==> src/rtl/lsu_pkg.sv <==
// Shared types and constants for the load/store unit: funct3 encodings,
// error codes, FSM states and the accept-time error classifier.
package lsu_pkg;

  localparam int unsigned XLEN = 32;

  localparam logic [2:0] F3_B  = 3'b000;
  localparam logic [2:0] F3_H  = 3'b001;
  localparam logic [2:0] F3_W  = 3'b010;
  localparam logic [2:0] F3_BU = 3'b100;
  localparam logic [2:0] F3_HU = 3'b101;

  localparam logic [1:0] SZ_B = 2'b00;
  localparam logic [1:0] SZ_H = 2'b01;
  localparam logic [1:0] SZ_W = 2'b10;

  typedef enum logic [1:0] {
    ERR_OK       = 2'b00,
    ERR_MISALIGN = 2'b01,
    ERR_TIMEOUT  = 2'b10,
    ERR_ILLEGAL  = 2'b11
  } err_t;

  typedef enum logic [1:0] {
    ST_IDLE = 2'b00,
    ST_REQ  = 2'b01,
    ST_WAIT = 2'b10,
    ST_RESP = 2'b11
  } state_t;

  // Illegal encodings win over misalignment.
  function automatic err_t classify(input logic is_store, input logic [2:0] funct3,
                                    input logic [1:0] lane);
    logic illegal;
    logic misaligned;
    illegal = is_store ? (funct3[2] || (funct3[1:0] == 2'b11))
                       : ((funct3[1:0] == 2'b11) || (funct3 == 3'b110));
    misaligned = ((funct3[1:0] == SZ_H) && lane[0]) ||
                 ((funct3[1:0] == SZ_W) && (lane != 2'b00));
    if (illegal) return ERR_ILLEGAL;
    if (misaligned) return ERR_MISALIGN;
    return ERR_OK;
  endfunction

endpackage

==> src/rtl/lsu_if.sv <==
// Core-side and memory-side bundles of the LSU; master drives the request.
interface lsu_core_if;
  import lsu_pkg::*;

  logic            req_valid;
  logic            req_ready;
  logic            is_store;
  logic [2:0]      funct3;
  logic [XLEN-1:0] addr;
  logic [XLEN-1:0] wdata;
  logic            rsp_valid;
  logic [XLEN-1:0] rdata;
  logic [1:0]      err;
  logic            busy;

  modport master (output req_valid, is_store, funct3, addr, wdata,
                  input  req_ready, rsp_valid, rdata, err, busy);
  modport slave  (input  req_valid, is_store, funct3, addr, wdata,
                  output req_ready, rsp_valid, rdata, err, busy);
endinterface

interface lsu_mem_if;
  import lsu_pkg::*;

  logic            mem_req;
  logic            mem_we;
  logic [XLEN-1:0] mem_addr;
  logic [3:0]      mem_be;
  logic [XLEN-1:0] mem_wdata;
  logic            mem_gnt;
  logic            mem_rvalid;
  logic [XLEN-1:0] mem_rdata;

  modport master (output mem_req, mem_we, mem_addr, mem_be, mem_wdata,
                  input  mem_gnt, mem_rvalid, mem_rdata);
  modport slave  (input  mem_req, mem_we, mem_addr, mem_be, mem_wdata,
                  output mem_gnt, mem_rvalid, mem_rdata);
endinterface

==> src/rtl/lsu_align.sv <==
// Lane logic: byte enables, store-data replication and load extract/extend.
module lsu_align
  import lsu_pkg::*;
(
  input  logic [2:0]      funct3,
  input  logic [1:0]      lane,
  input  logic [XLEN-1:0] wdata,
  input  logic [XLEN-1:0] rword,
  output logic [3:0]      be_c,
  output logic [XLEN-1:0] wdata_c,
  output logic [XLEN-1:0] rdata_c
);

  logic [XLEN-1:0] shifted_c;

  always_comb begin
    shifted_c = rword >> {lane, 3'b000};
    be_c      = 4'b1111;
    wdata_c   = wdata;
    rdata_c   = shifted_c;
    case (funct3[1:0])
      SZ_B: begin
        be_c    = 4'b0001 << lane;
        wdata_c = {4{wdata[7:0]}};
        rdata_c = funct3[2] ? {24'b0, shifted_c[7:0]} : {{24{shifted_c[7]}}, shifted_c[7:0]};
      end
      SZ_H: begin
        be_c    = 4'b0011 << lane;
        wdata_c = {2{wdata[15:0]}};
        rdata_c = funct3[2] ? {16'b0, shifted_c[15:0]} : {{16{shifted_c[15]}}, shifted_c[15:0]};
      end
      default: ;
    endcase
  end

endmodule

==> src/rtl/lsu.sv <==
// RV32I load/store unit: one outstanding op, request/grant bus with
// separate read-data return, per-op timeout and registered outputs.
module lsu
  import lsu_pkg::*;
#(
  parameter int unsigned TIMEOUT_CYCLES = 255
) (
  input logic       clk,
  input logic       rst,
  lsu_core_if.slave core,
  lsu_mem_if.master mem
);

  localparam int unsigned CNT_W = 8;
  localparam logic [CNT_W-1:0] CNT_LAST = CNT_W'(TIMEOUT_CYCLES - 1);

  state_t           state;
  logic             is_store_q;
  logic [2:0]       funct3_q;
  logic [1:0]       lane_q;
  logic [CNT_W-1:0] cnt;

  logic [2:0]      al_funct3_c;
  logic [1:0]      al_lane_c;
  logic [3:0]      be_c;
  logic [XLEN-1:0] wdata_c;
  logic [XLEN-1:0] rdata_c;
  err_t            acc_err_c;
  logic            cnt_hit_c;

  // Aligner sees the incoming op while idle, the captured op afterwards.
  always_comb begin
    al_funct3_c = (state == ST_IDLE) ? core.funct3 : funct3_q;
    al_lane_c   = (state == ST_IDLE) ? core.addr[1:0] : lane_q;
    acc_err_c   = classify(core.is_store, core.funct3, core.addr[1:0]);
    cnt_hit_c   = (cnt >= CNT_LAST);
  end

  lsu_align u_align (
    .funct3  (al_funct3_c),
    .lane    (al_lane_c),
    .wdata   (core.wdata),
    .rword   (mem.mem_rdata),
    .be_c    (be_c),
    .wdata_c (wdata_c),
    .rdata_c (rdata_c)
  );

  always_ff @(posedge clk or posedge rst) begin
    if (rst) begin
      state          <= ST_IDLE;
      is_store_q     <= 1'b0;
      funct3_q       <= 3'b000;
      lane_q         <= 2'b00;
      cnt            <= '0;
      core.req_ready <= 1'b1;
      core.rsp_valid <= 1'b0;
      core.rdata     <= '0;
      core.err       <= ERR_OK;
      core.busy      <= 1'b0;
      mem.mem_req    <= 1'b0;
      mem.mem_we     <= 1'b0;
      mem.mem_addr   <= '0;
      mem.mem_be     <= '0;
      mem.mem_wdata  <= '0;
    end else begin
      core.rsp_valid <= 1'b0;
      case (state)
        ST_IDLE: begin
          if (core.req_valid && core.req_ready) begin
            is_store_q     <= core.is_store;
            funct3_q       <= core.funct3;
            lane_q         <= core.addr[1:0];
            cnt            <= '0;
            core.rdata     <= '0;
            core.err       <= acc_err_c;
            core.req_ready <= 1'b0;
            core.busy      <= 1'b1;
            mem.mem_we     <= core.is_store;
            mem.mem_addr   <= {core.addr[XLEN-1:2], 2'b00};
            mem.mem_be     <= be_c;
            mem.mem_wdata  <= wdata_c;
            if (acc_err_c != ERR_OK) begin
              state          <= ST_RESP;
              core.rsp_valid <= 1'b1;
            end else begin
              state       <= ST_REQ;
              mem.mem_req <= 1'b1;
            end
          end
        end
        ST_REQ: begin
          if (mem.mem_gnt) begin
            mem.mem_req <= 1'b0;
            cnt         <= cnt + CNT_W'(1);
            if (is_store_q) begin
              state          <= ST_RESP;
              core.rsp_valid <= 1'b1;
            end else begin
              state <= ST_WAIT;
            end
          end else if (cnt_hit_c) begin
            state          <= ST_RESP;
            mem.mem_req    <= 1'b0;
            core.err       <= ERR_TIMEOUT;
            core.rsp_valid <= 1'b1;
          end else begin
            cnt <= cnt + CNT_W'(1);
          end
        end
        ST_WAIT: begin
          // A grant on the budget's last cycle still earns one data cycle here.
          if (mem.mem_rvalid) begin
            state          <= ST_RESP;
            core.rdata     <= rdata_c;
            core.rsp_valid <= 1'b1;
          end else if (cnt_hit_c) begin
            state          <= ST_RESP;
            core.err       <= ERR_TIMEOUT;
            core.rsp_valid <= 1'b1;
          end else begin
            cnt <= cnt + CNT_W'(1);
          end
        end
        ST_RESP: begin
          state          <= ST_IDLE;
          core.busy      <= 1'b0;
          core.req_ready <= 1'b1;
        end
        default: state <= ST_IDLE;
      endcase
    end
  end

endmodule

==> src/flat_wrapper.sv <==
// flat-port wrapper written by rule: the top's interface ports become plain ports
module lsu_flat import lsu_pkg::*;
#(
  parameter int unsigned TIMEOUT_CYCLES = 255
)
  (clk, rst, core_req_valid, core_is_store, core_funct3, core_addr, core_wdata, core_req_ready, core_rsp_valid, core_rdata, core_err, core_busy, mem_mem_req, mem_mem_we, mem_mem_addr, mem_mem_be, mem_mem_wdata, mem_mem_gnt, mem_mem_rvalid, mem_mem_rdata);
  lsu_core_if core_i ();
  lsu_mem_if mem_i ();
  input logic clk;
  input logic rst;
  input wire logic [$bits(core_i.req_valid)-1:0] core_req_valid;
  input wire logic [$bits(core_i.is_store)-1:0] core_is_store;
  input wire logic [$bits(core_i.funct3)-1:0] core_funct3;
  input wire logic [$bits(core_i.addr)-1:0] core_addr;
  input wire logic [$bits(core_i.wdata)-1:0] core_wdata;
  output wire logic [$bits(core_i.req_ready)-1:0] core_req_ready;
  output wire logic [$bits(core_i.rsp_valid)-1:0] core_rsp_valid;
  output wire logic [$bits(core_i.rdata)-1:0] core_rdata;
  output wire logic [$bits(core_i.err)-1:0] core_err;
  output wire logic [$bits(core_i.busy)-1:0] core_busy;
  output wire logic [$bits(mem_i.mem_req)-1:0] mem_mem_req;
  output wire logic [$bits(mem_i.mem_we)-1:0] mem_mem_we;
  output wire logic [$bits(mem_i.mem_addr)-1:0] mem_mem_addr;
  output wire logic [$bits(mem_i.mem_be)-1:0] mem_mem_be;
  output wire logic [$bits(mem_i.mem_wdata)-1:0] mem_mem_wdata;
  input wire logic [$bits(mem_i.mem_gnt)-1:0] mem_mem_gnt;
  input wire logic [$bits(mem_i.mem_rvalid)-1:0] mem_mem_rvalid;
  input wire logic [$bits(mem_i.mem_rdata)-1:0] mem_mem_rdata;
  assign core_i.req_valid = core_req_valid;
  assign core_i.is_store = core_is_store;
  assign core_i.funct3 = core_funct3;
  assign core_i.addr = core_addr;
  assign core_i.wdata = core_wdata;
  assign core_req_ready = core_i.req_ready;
  assign core_rsp_valid = core_i.rsp_valid;
  assign core_rdata = core_i.rdata;
  assign core_err = core_i.err;
  assign core_busy = core_i.busy;
  assign mem_mem_req = mem_i.mem_req;
  assign mem_mem_we = mem_i.mem_we;
  assign mem_mem_addr = mem_i.mem_addr;
  assign mem_mem_be = mem_i.mem_be;
  assign mem_mem_wdata = mem_i.mem_wdata;
  assign mem_i.mem_gnt = mem_mem_gnt;
  assign mem_i.mem_rvalid = mem_mem_rvalid;
  assign mem_i.mem_rdata = mem_mem_rdata;
  lsu #(.TIMEOUT_CYCLES(TIMEOUT_CYCLES)) u_core (.clk(clk), .rst(rst), .core(core_i), .mem(mem_i));
endmodule
==> config.mk <==
export PLATFORM = sky130hd
export DESIGN_NAME = lsu_flat
export DESIGN_NICKNAME = d
export VERILOG_FILES = /design/src/rtl/lsu_pkg.sv /design/src/rtl/lsu_if.sv /design/src/rtl/lsu_align.sv /design/src/rtl/lsu.sv /design/src/flat_wrapper.sv
export SDC_FILE = /design/constraint.sdc
export NUM_CORES = 1
export LEC_CHECK = 0
export CAP_MARGIN = 10
export CORE_MARGIN = 3
export CORE_UTILIZATION = 50
export CTS_BUF_LIST = sky130_fd_sc_hd__clkbuf_16
export CTS_CLUSTER_SIZE = 28
export DETAILED_ROUTE_END_ITERATION = 10
export DONT_BUFFER_PORTS = 1
export GPL_TIMING_DRIVEN = 1
export SKIP_CTS_REPAIR_TIMING = 1
export SLEW_MARGIN = 15
export SYNTH_ARGS = -nofsm -noshare
export SYNTH_HDL_FRONTEND = slang
export SYNTH_SLANG_ARGS = --single-unit
==> constraint.sdc <==
create_clock -name clk -period 10.6 [get_ports clk]
set_input_delay 1.59 -clock clk [delete_from_list [all_inputs] [get_ports clk]]
set_output_delay 1.59 -clock clk [all_outputs]
set_load 0.01 [all_outputs]
==> impl_metrics.json, run 1 <==
{
  "r2r_end": "u_core.mem.mem_be[3]$_DFFE_PP0P_",
  "clockPowerShare": 0.244,
  "grt_pass1_wl_um": 23400,
  "hold_violations": 0,
  "outcome": "finished clean",
  "timing.rr.start": "u_core.state[0]$_DFFE_PP0P_",
  "worst_setup_path_start_kind": "input pin",
  "peakVddDrop_v": 0.000162,
  "die_area_sq_um": 13100,
  "drtIter0Drc": 412,
  "antenna_cells": 0,
  "area_growth_pct": 10.8,
  "slew_violations": 0,
  "grt_setup_unrepaired": "false",
  "synth_cell_type_count": 49,
  "routed_wl_um": 14800,
  "grt_overflow": 0,
  "htreeDepth": 4,
  "cts.clk_slew.worst_paths_ps": 50,
  "die_h_um": 114,
  "grtUsageTotal": 0.230,
  "cts_made_buffers": 17,
  "p_per_area_nw_per_um2": 334,
  "hp-class": "reg2reg",
  "place_hpwl_um": 10600,
  "grt_max_degree": 104,
  "synth_top_flop_cell": "dfrtp_1",
  "combPwrFrac": 0.347,
  "r2r_slack_ps": 7310,
  "synth_area_sq_um": 5870,
  "seq_area_frac_synth": 0.512,
  "layout.nets": 663,
  "ios": 212,
  "antenna_found_initial": 0,
  "criticalPathCategory": "in2reg",
  "period_needed_ps": 3380,
  "vias": 4260,
  "finalSetupViolCount": 0,
  "dr.pass1.iters": 5,
  "p_switching_mw": 0.852,
  "p_int_mw": 1.32,
  "p_leak_nw": 3.03,
  "die_w_um": 114,
  "worstHoldPathCells": 1,
  "drc": 0,
  "insertion_delay_ps": 410,
  "postSynthCellCount": 559,
  "slew-limit-headroom": 0.227,
  "hp-start": "u_core.cnt[0]$_DFFE_PP0P_",
  "tightestPinTransition_ps": 1150,
  "min_to": "u_core.cnt[0]$_DFFE_PP0P_",
  "setup_tns_ps": 0,
  "cap_violations": 0,
  "initial_core_util": 0.525,
  "total_power_mw": 2.17,
  "period_share": 0.318,
  "pwr-share-seq": 0.409,
  "timing.fmax_mhz": 296,
  "rr_worst_depth": 8,
  "portBuffers": 0,
  "clockRootBuffer": "clkbuf_16",
  "fin_worst_skew_ps": 4.97,
  "cp.arrival_ps": 3690,
  "synth-seq-cells": 120,
  "core.rowCount": 38,
  "post_drt_wl_per_cell_um": 21.0,
  "cts_buffer_depth": 2,
  "synth_edf_count": 0,
  "drive_above_1_share": 0.165,
  "clock-sinks": 120,
  "finalWeightedCongestion": 0.883,
  "grt_pass1_vias": 4379,
  "async_flop_share": 1.00,
  "ant_nets": 0,
  "swShare": 0.393,
  "path_max_fanout": 17,
  "cp_data_required_time_ps": 10920,
  "core_sq_um": 11200,
  "endpoint_kind": "flop",
  "syn_area_per_cell_sq_um": 10.5,
  "synth-warning-count": 0,
  "post_drt_via_cell_ratio": 6.05,
  "cts_tree": "yes"
}
## critical path, cell delays in order
cell and delay, ps:
mux2i_2 740, clkinv_1 660, o21ai_0 400, a21oi_1 100
o21ai_0 190
## how the worst max path moves through the flow
stage | endpoint | slack, ps | start
after floorplan | u_core.cnt[0]$_DFFE_PP0P_ | 5830 | rst
after global placement | u_core.mem.mem_be[1]$_DFFE_PP0P_ | 6840 | core_funct3[1]
after detailed placement | u_core.mem.mem_be[3]$_DFFE_PP0P_ | 6790 | core_funct3[1]
after CTS | u_core.mem.mem_be[3]$_DFFE_PP0P_ | 7210 | core_funct3[1]
after global routing | u_core.mem.mem_be[1]$_DFFE_PP0P_ | 6960 | core_funct3[1]
final | u_core.mem.mem_be[3]$_DFFE_PP0P_ | 7220 | core_funct3[1]
## metrics by stage
step	worst slack (ps)	cell area (sq um)	hold slack, ps	util	instances
4_1_cts	7210	6500	512	0.582	704
3_3_place_gp	6840	5950	500	0.533	673
2_1_floorplan	5830	5870	480	-	560
6_report	7220	6500	509	0.582	704
5_1_grt	6960	6500	568	0.582	704
3_5_place_dp	6790	5950	505	0.533	673
## sequential cells by signal (all words and copies together), names as in the netlist
| register | cells |
|---|---|
| u_core.mem.mem_addr | 30 |
| u_core.mem.mem_wdata | 32 |
| u_core.core.req_ready | 1 |
| u_core.mem.mem_req | 1 |
| u_core.cnt | 8 |
| u_core.core.rdata | 32 |
| u_core.core.err | 2 |
| u_core.state | 2 |
| u_core.mem.mem_be | 4 |
| u_core.core.rsp_valid | 1 |
| u_core.lane_q | 2 |
| u_core.core.busy | 1 |
| u_core.funct3_q | 3 |
| u_core.mem.mem_we | 1 |
## layer usage
| layer | GRT usage | part of all wire |
|---|---|---|
| met1 | 0.276 | 0.39 |
| met2 | 0.362 | 0.48 |
| met3 | 0.0962 | 0.098 |
| met4 | 0.103 | 0.025 |
| met5 | 0 | 0 |
## cell type report
cell class / count / area [sq um]
Clock buffer: 17 / 425
Inverter: 19 / 73.8
Timing Repair Buffer: 6 / 45.0
Fill cell: 954 / 4670
Sequential cell: 120 / 3000
Multi-Input combinational cell: 388 / 2660
Tap cell: 140 / 175
Clock inverter: 14 / 120
## logic make-up after synthesis
| logic type | synth area share |
|---|---|
| DFF | 0.512 |
| other | 0.000639 |
| AOI/OAI and AO/OA | 0.172 |
| muxes | 0.162 |
| adders and majority gates | 0.0128 |
| and+or+nand+nor | 0.100 |
| buffers and inverters | 0.0403 |
## Yosys cell counts, types with 2 or more instances
master       n  area (sq um)
a21oi_1     23           115
a221o_1     17           170
a221oi_1     8          70.1
a22o_1      10          87.6
a22oi_1      3          22.5
a31oi_1      5          31.3
and2_1       3          18.8
and3_1       2          12.5
buf_1        2          7.51
buf_2        9          45.0
buf_4        2          15.0
buf_6        3          33.8
clkbuf_1    17          63.8
dfrtp_1    119          2980
ha_1         6          75.1
inv_1       18          67.6
mux2_2      52           586
mux2i_1     35           350
nand2_1     81           304
nand2b_1     5          31.3
nand3_1      2          10.0
nor2_1      30           113
nor2b_1      3          18.8
nor3_1       8          40.0
nor3b_1      2          15.0
o2111ai_1    2          17.5
o211ai_1     4          30.0
o21a_1       2          15.0
o21ai_0     63           315
o21ai_1      3          15.0
o32ai_1      2          17.5
## power by group through the flow
stage          sequential, mW  combinational, mW  clock (mW)
6_report                0.887              0.753       0.530
4_1_cts                 0.892              0.756       0.543
5_1_grt                 0.914              0.849       0.563
3_5_place_dp            0.898              0.754           0
2_1_floorplan           0.837              0.625           0
3_3_place_gp            0.893              0.735           0
## cell usage in the layout, fill, tap and decap left out, drive strengths merged, types with 3 or more instances in the layout
| cell type | instances |
|---|---|
| nor2 | 30 |
| a21oi | 24 |
| buf | 6 |
| and2 | 3 |
| clkbuf | 17 |
| a22oi | 3 |
| nor3 | 8 |
| inv | 22 |
| o211ai | 4 |
| nand2b | 6 |
| a221o | 17 |
| dfrtp | 119 |
| a22o | 10 |
| ha | 6 |
| nor2b | 3 |
| mux2i | 36 |
| mux2 | 52 |
| clkinv | 7 |
| nand2 | 81 |
| a31oi | 5 |
| a221oi | 9 |
| o21ai | 66 |
Note: power is estimated with default switching activity, not from simulation.
==> run 2: changes to the inputs <==
==> constraint.sdc (replaced) <==
create_clock -name clk -period 3.4 [get_ports clk]
set_input_delay 0.51 -clock clk [delete_from_list [all_inputs] [get_ports clk]]
set_output_delay 0.51 -clock clk [all_outputs]
set_load 0.01 [all_outputs]
==> impl_metrics.json, run 2 (synthesis results as in run 1) <==
{
  "vias": 4322,
  "grt_overflow": 0,
  "cap_violations": 0,
  "cts_made_buffers": 17,
  "period_needed_ps": 2690,
  "die_area_sq_um": 13100,
  "timing.fmax_mhz": 372,
  "finalWeightedCongestion": 0.872,
  "multi_input_area_sq_um": 2660,
  "cts_buffer_depth": 2,
  "setup_tns_ps": 0,
  "cp_data_required_time_ps": 3740,
  "grt_pass1_wl_um": 22700,
  "drtIter0Drc": 298,
  "reg_top3": "u_core.core.rdata: 32 flops, u_core.mem.mem_wdata: 32 flops, u_core.mem.mem_addr: 30 flops",
  "dr.pass1.iters": 4,
  "clockRootBuffer": "clkbuf_16",
  "post_drt_wl_per_cell_um": 20.8,
  "routed_wl_um": 14800,
  "grt_setup_unrepaired": "false",
  "ant_nets": 0,
  "ios": 212,
  "die_h_um": 114,
  "grt_pass1_vias": 4303,
  "fin_util": 0.589,
  "drc": 0,
  "regArea_sq_um": 3000,
  "htreeDepth": 4,
  "layout.nets": 668,
  "layout_commonest_cell": "dfrtp_1",
  "drive_above_1_share": 0.175,
  "core_sq_um": 11200,
  "endpoint_kind": "flop",
  "antenna_cells": 0,
  "p_per_area_nw_per_um2": 1040,
  "die_w_um": 114,
  "tightestPinTransition_ps": 1060,
  "portBuffers": 0,
  "slew-limit-headroom": 0.287,
  "cts.clk_slew.worst_paths_ps": 50,
  "clock-sinks": 120,
  "fin_worst_skew_ps": 9.07,
  "hp-class": "in2async",
  "worst_setup_path_start_kind": "flop",
  "cts_tree": "yes",
  "hold_violations": 0,
  "finalSetupViolCount": 0,
  "p_leak_nw": 3.06,
  "core.rowCount": 38,
  "place_hpwl_um": 10700,
  "area_growth_pct": 12.1,
  "slew_violations": 0,
  "antenna_found_initial": 0,
  "insertion_delay_ps": 410,
  "grtUsageTotal": 0.225,
  "initial_core_util": 0.525,
  "path_max_fanout": 10,
  "criticalPathCategory": "reg2reg",
  "final_cell_mix": "dfrtp_1, nand2_1, o21ai_0",
  "outcome": "finished clean",
  "period_share": 0.791,
  "post_drt_via_cell_ratio": 6.09,
  "grt_max_degree": 101,
  "fillers": 957,
  "peakVddDrop_v": 0.000524,
  "cp.arrival_ps": 3030
}
## run 2: cell count changes in the layout (fill, tap and decap cells not counted)
cell / previous run / this run
buf_4: 6 / 9
inv_1: 21 / 18
buf_12: 0 / 2
clkinvlp_4: 2 / 4
inv_6: 0 / 2
clkinv_1: 4 / 5
clkinv_2: 2 / 3
clkinv_4: 1 / 0
inv_4: 1 / 0
nor3_1: 7 / 8
nor3_2: 1 / 0
## run 2: power breakdown
group	internal (mW)	switching, mW	leakage [nW]
logic	1.08	1.33	1.27
clock network	1.06	0.628	0.271
registers	2.03	0.737	1.51
total	4.17	2.69	3.06
## run 2: worst max-delay path, stage by stage, from the launching register on
cell and delay [ps]:
dfrtp_1 410, inv_1 110, ha_1 370, and2_1 250, nand2_1 270, nor3_1 930, a221o_1 280
## run 2: metrics by stage
| stage | hold WS, ps | setup WS [ps] | area (sq um) | power [mW] | instances |
|---|---|---|---|---|---|
| after global routing | 132 | 432 | 6580 | 7.32 | 710 |
| after CTS | 105 | 708 | 6580 | 6.91 | 710 |
| final | 102 | 711 | 6580 | 6.86 | 710 |
| after detailed placement | 520 | 729 | 6020 | 5.20 | 678 |
| after floorplan | 480 | 1140 | 5880 | 4.56 | 560 |
| after global placement | 505 | 859 | 6020 | 5.13 | 678 |
## run 2: worst paths after layout
path / from / end / cells after the start / slack (ps)
setup / recovery: u_core.state[0]$_DFFE_PP0P_ / u_core.core.rdata[29]$_DFFE_PP0P_ / 6 / 710
hold / removal: rst / u_core.core.rdata[25]$_DFFE_PP0P_ / 1 / 100
setup reg to reg: u_core.state[0]$_DFFE_PP0P_ / u_core.core.rdata[29]$_DFFE_PP0P_ / 6 / 710
hold reg to reg: u_core.cnt[0]$_DFFE_PP0P_ / u_core.cnt[0]$_DFFE_PP0P_ / 1 / 530
max in group asynchronous: rst / u_core.cnt[6]$_DFFE_PP0P_ / 2 / 2420
min in group clk: core_addr[24] / u_core.mem.mem_addr[24]$_DFFE_PP0P_ / 1 / 250
## run 2: layout make-up
cell class,count,area share
Tap cell,140,0.0266
Sequential cell,120,0.457
Multi-Input combinational cell,388,0.404
Clock buffer,17,0.0647
Timing Repair Buffer,11,0.0164
Clock inverter,15,0.0204
Inverter,19,0.0114
## run 2: per-layer routing
layer  part of all wire  GRT usage
met5                  0          0
met1               0.40      0.265
met3               0.10     0.0994
met4              0.023     0.0926
met2               0.47      0.359
==> run 3: changes to the inputs <==
==> constraint.sdc (replaced) <==
create_clock -name clk -period 2.5 [get_ports clk]
set_input_delay 0.375 -clock clk [delete_from_list [all_inputs] [get_ports clk]]
set_output_delay 0.375 -clock clk [all_outputs]
set_load 0.01 [all_outputs]
==> impl_metrics.json, run 3 (synthesis results as in run 1) <==
{
  "slew_violations": 0,
  "cap_violations": 0,
  "period_share": 0.976,
  "post_drt_via_cell_ratio": 6.05,
  "path_max_fanout": 15,
  "outcome": "finished clean",
  "dr.pass1.iters": 6,
  "clock-sinks": 120,
  "cts.clk_slew.worst_paths_ps": 50,
  "placed_area_sq_um": 6100,
  "hold_violations": 0,
  "post_drt_wl_per_cell_um": 21.0,
  "cp_num_buf_inv": 2,
  "die_h_um": 114,
  "fin_worst_skew_ps": 7.30,
  "p_leak_nw": 3.15,
  "fillers": 942,
  "layout.nets": 681,
  "p_per_area_nw_per_um2": 1440,
  "core.rowCount": 38,
  "multi_input_area_sq_um": 2700,
  "cts_buffer_depth": 2,
  "reg_top3": "u_core.core.rdata: 32 flops, u_core.mem.mem_wdata: 32 flops, u_core.mem.mem_addr: 30 flops",
  "hp-start": "mem_mem_rdata[24]",
  "cpMostUsedCell": "nor3_1",
  "layout_commonest_cell": "dfrtp_1",
  "htreeDepth": 4,
  "grt_max_degree": 101,
  "initial_core_util": 0.525,
  "criticalPathCategory": "reg2reg",
  "fin_area_sq_um": 6810,
  "cts_tree": "yes",
  "final_cell_mix": "dfrtp_1, nand2_1, o21ai_0",
  "cp.arrival_ps": 2780,
  "peakVddDrop_v": 0.000893,
  "cp_top_family": "simple AND/OR/NAND/NOR gates",
  "antenna_cells": 0,
  "grt_overflow": 0,
  "period_needed_ps": 2440,
  "ios": 212,
  "fin_util": 0.610,
  "hp-class": "in2reg",
  "antenna_found_initial": 0,
  "drive_above_1_share": 0.199,
  "grt_setup_unrepaired": "false",
  "cts_made_buffers": 17,
  "max_stage_delay_ps": 920,
  "crit_start": "u_core.state[1]$_DFFE_PP0P_",
  "ant_nets": 0,
  "drtIter0Drc": 329,
  "routed_wl_um": 15100,
  "core_sq_um": 11200,
  "grtUsageTotal": 0.234,
  "insertion_delay_ps": 410,
  "timing.rr.start": "u_core.state[1]$_DFFE_PP0P_",
  "drc": 0,
  "critPathSlowestCell": "nor3_1",
  "regArea_sq_um": 3000,
  "finalWeightedCongestion": 0.861,
  "portBuffers": 0,
  "finalSetupViolCount": 0,
  "area_growth_pct": 16.1,
  "timing.fmax_mhz": 410,
  "tightestPinTransition_ps": 1200,
  "worst_setup_path_start_kind": "flop",
  "cp_data_required_time_ps": 2840,
  "grt_pass1_vias": 4478,
  "place_hpwl_um": 11000,
  "die_area_sq_um": 13100,
  "endpoint_kind": "flop",
  "die_w_um": 114,
  "vias": 4366,
  "setup_tns_ps": 0,
  "slew-limit-headroom": 0.192,
  "path_cells": "inv_1 > ha_2 > buf_4 > nor3_1 > a21oi_1 > nor3_1 > a221o_1",
  "clockRootBuffer": "clkbuf_16",
  "grt_pass1_wl_um": 23700
}
run 3: cell count changes in the layout (fill, tap and decap cells not counted), moves of 2 or more:
| cell | before | now |
|---|---|---|
| buf_4 | 9 | 19 |
| bufinv_16 | 2 | 5 |
| clkinv_2 | 3 | 0 |
| mux2i_4 | 0 | 2 |
run 3: final timing paths:
| path | end | slack (ps) | depth (start not counted) |
|---|---|---|---|
| max in group asynchronous | u_core.mem.mem_addr[19]$_DFFE_PP0P_ | 1530 | 3 |
| hold reg to reg | u_core.cnt[0]$_DFFE_PP0P_ | 530 | 1 |
| setup / recovery | u_core.core.rdata[27]$_DFFE_PP0P_ | 60 | 7 |
| hold / removal | u_core.core.rdata[24]$_DFFE_PP0P_ | 110 | 1 |
| min in group asynchronous | u_core.core.rdata[9]$_DFFE_PP0P_ | 560 | 3 |
| setup reg to reg | u_core.core.rdata[27]$_DFFE_PP0P_ | 60 | 7 |
run 3: where the power goes:
group / internal, mW / switching, mW / total, mW
Combinational: 1.60 / 1.88 / 3.48
Clock: 1.75 / 0.851 / 2.60
Sequential: 2.76 / 0.995 / 3.76
Total: 6.11 / 3.72 / 9.84
run 3: layer usage:
layer	GRT usage	part of all wire	wire (um)
met1	0.273	0.39	5970
met4	0.0998	0.021	319
met2	0.376	0.48	7310
met3	0.101	0.10	1540
met5	0	0	0
run 3: through the flow:
step / std cells / power, mW / setup WS [ps] / hold slack, ps
2_1_floorplan: 560 / 6.20 / 237 / 480
3_3_place_gp: 689 / 7.06 / 151 / 408
3_5_place_dp: 689 / 7.18 / 74.9 / 409
4_1_cts: 720 / 9.82 / 55.4 / -31.9
5_1_grt: 722 / 10.5 / 0.522 / 87.4
6_report: 722 / 9.84 / 59.3 / 110
run 3: layout make-up:
| cell class | count | area share |
|---|---|---|
| multi-input cells | 388 | 0.397 |
| clock inverters | 14 | 0.0301 |
| flip-flops and latches | 120 | 0.441 |
| repair buffers | 24 | 0.0329 |
| clock buffers | 17 | 0.0625 |
| inverters | 19 | 0.0110 |
| well taps | 140 | 0.0257 |
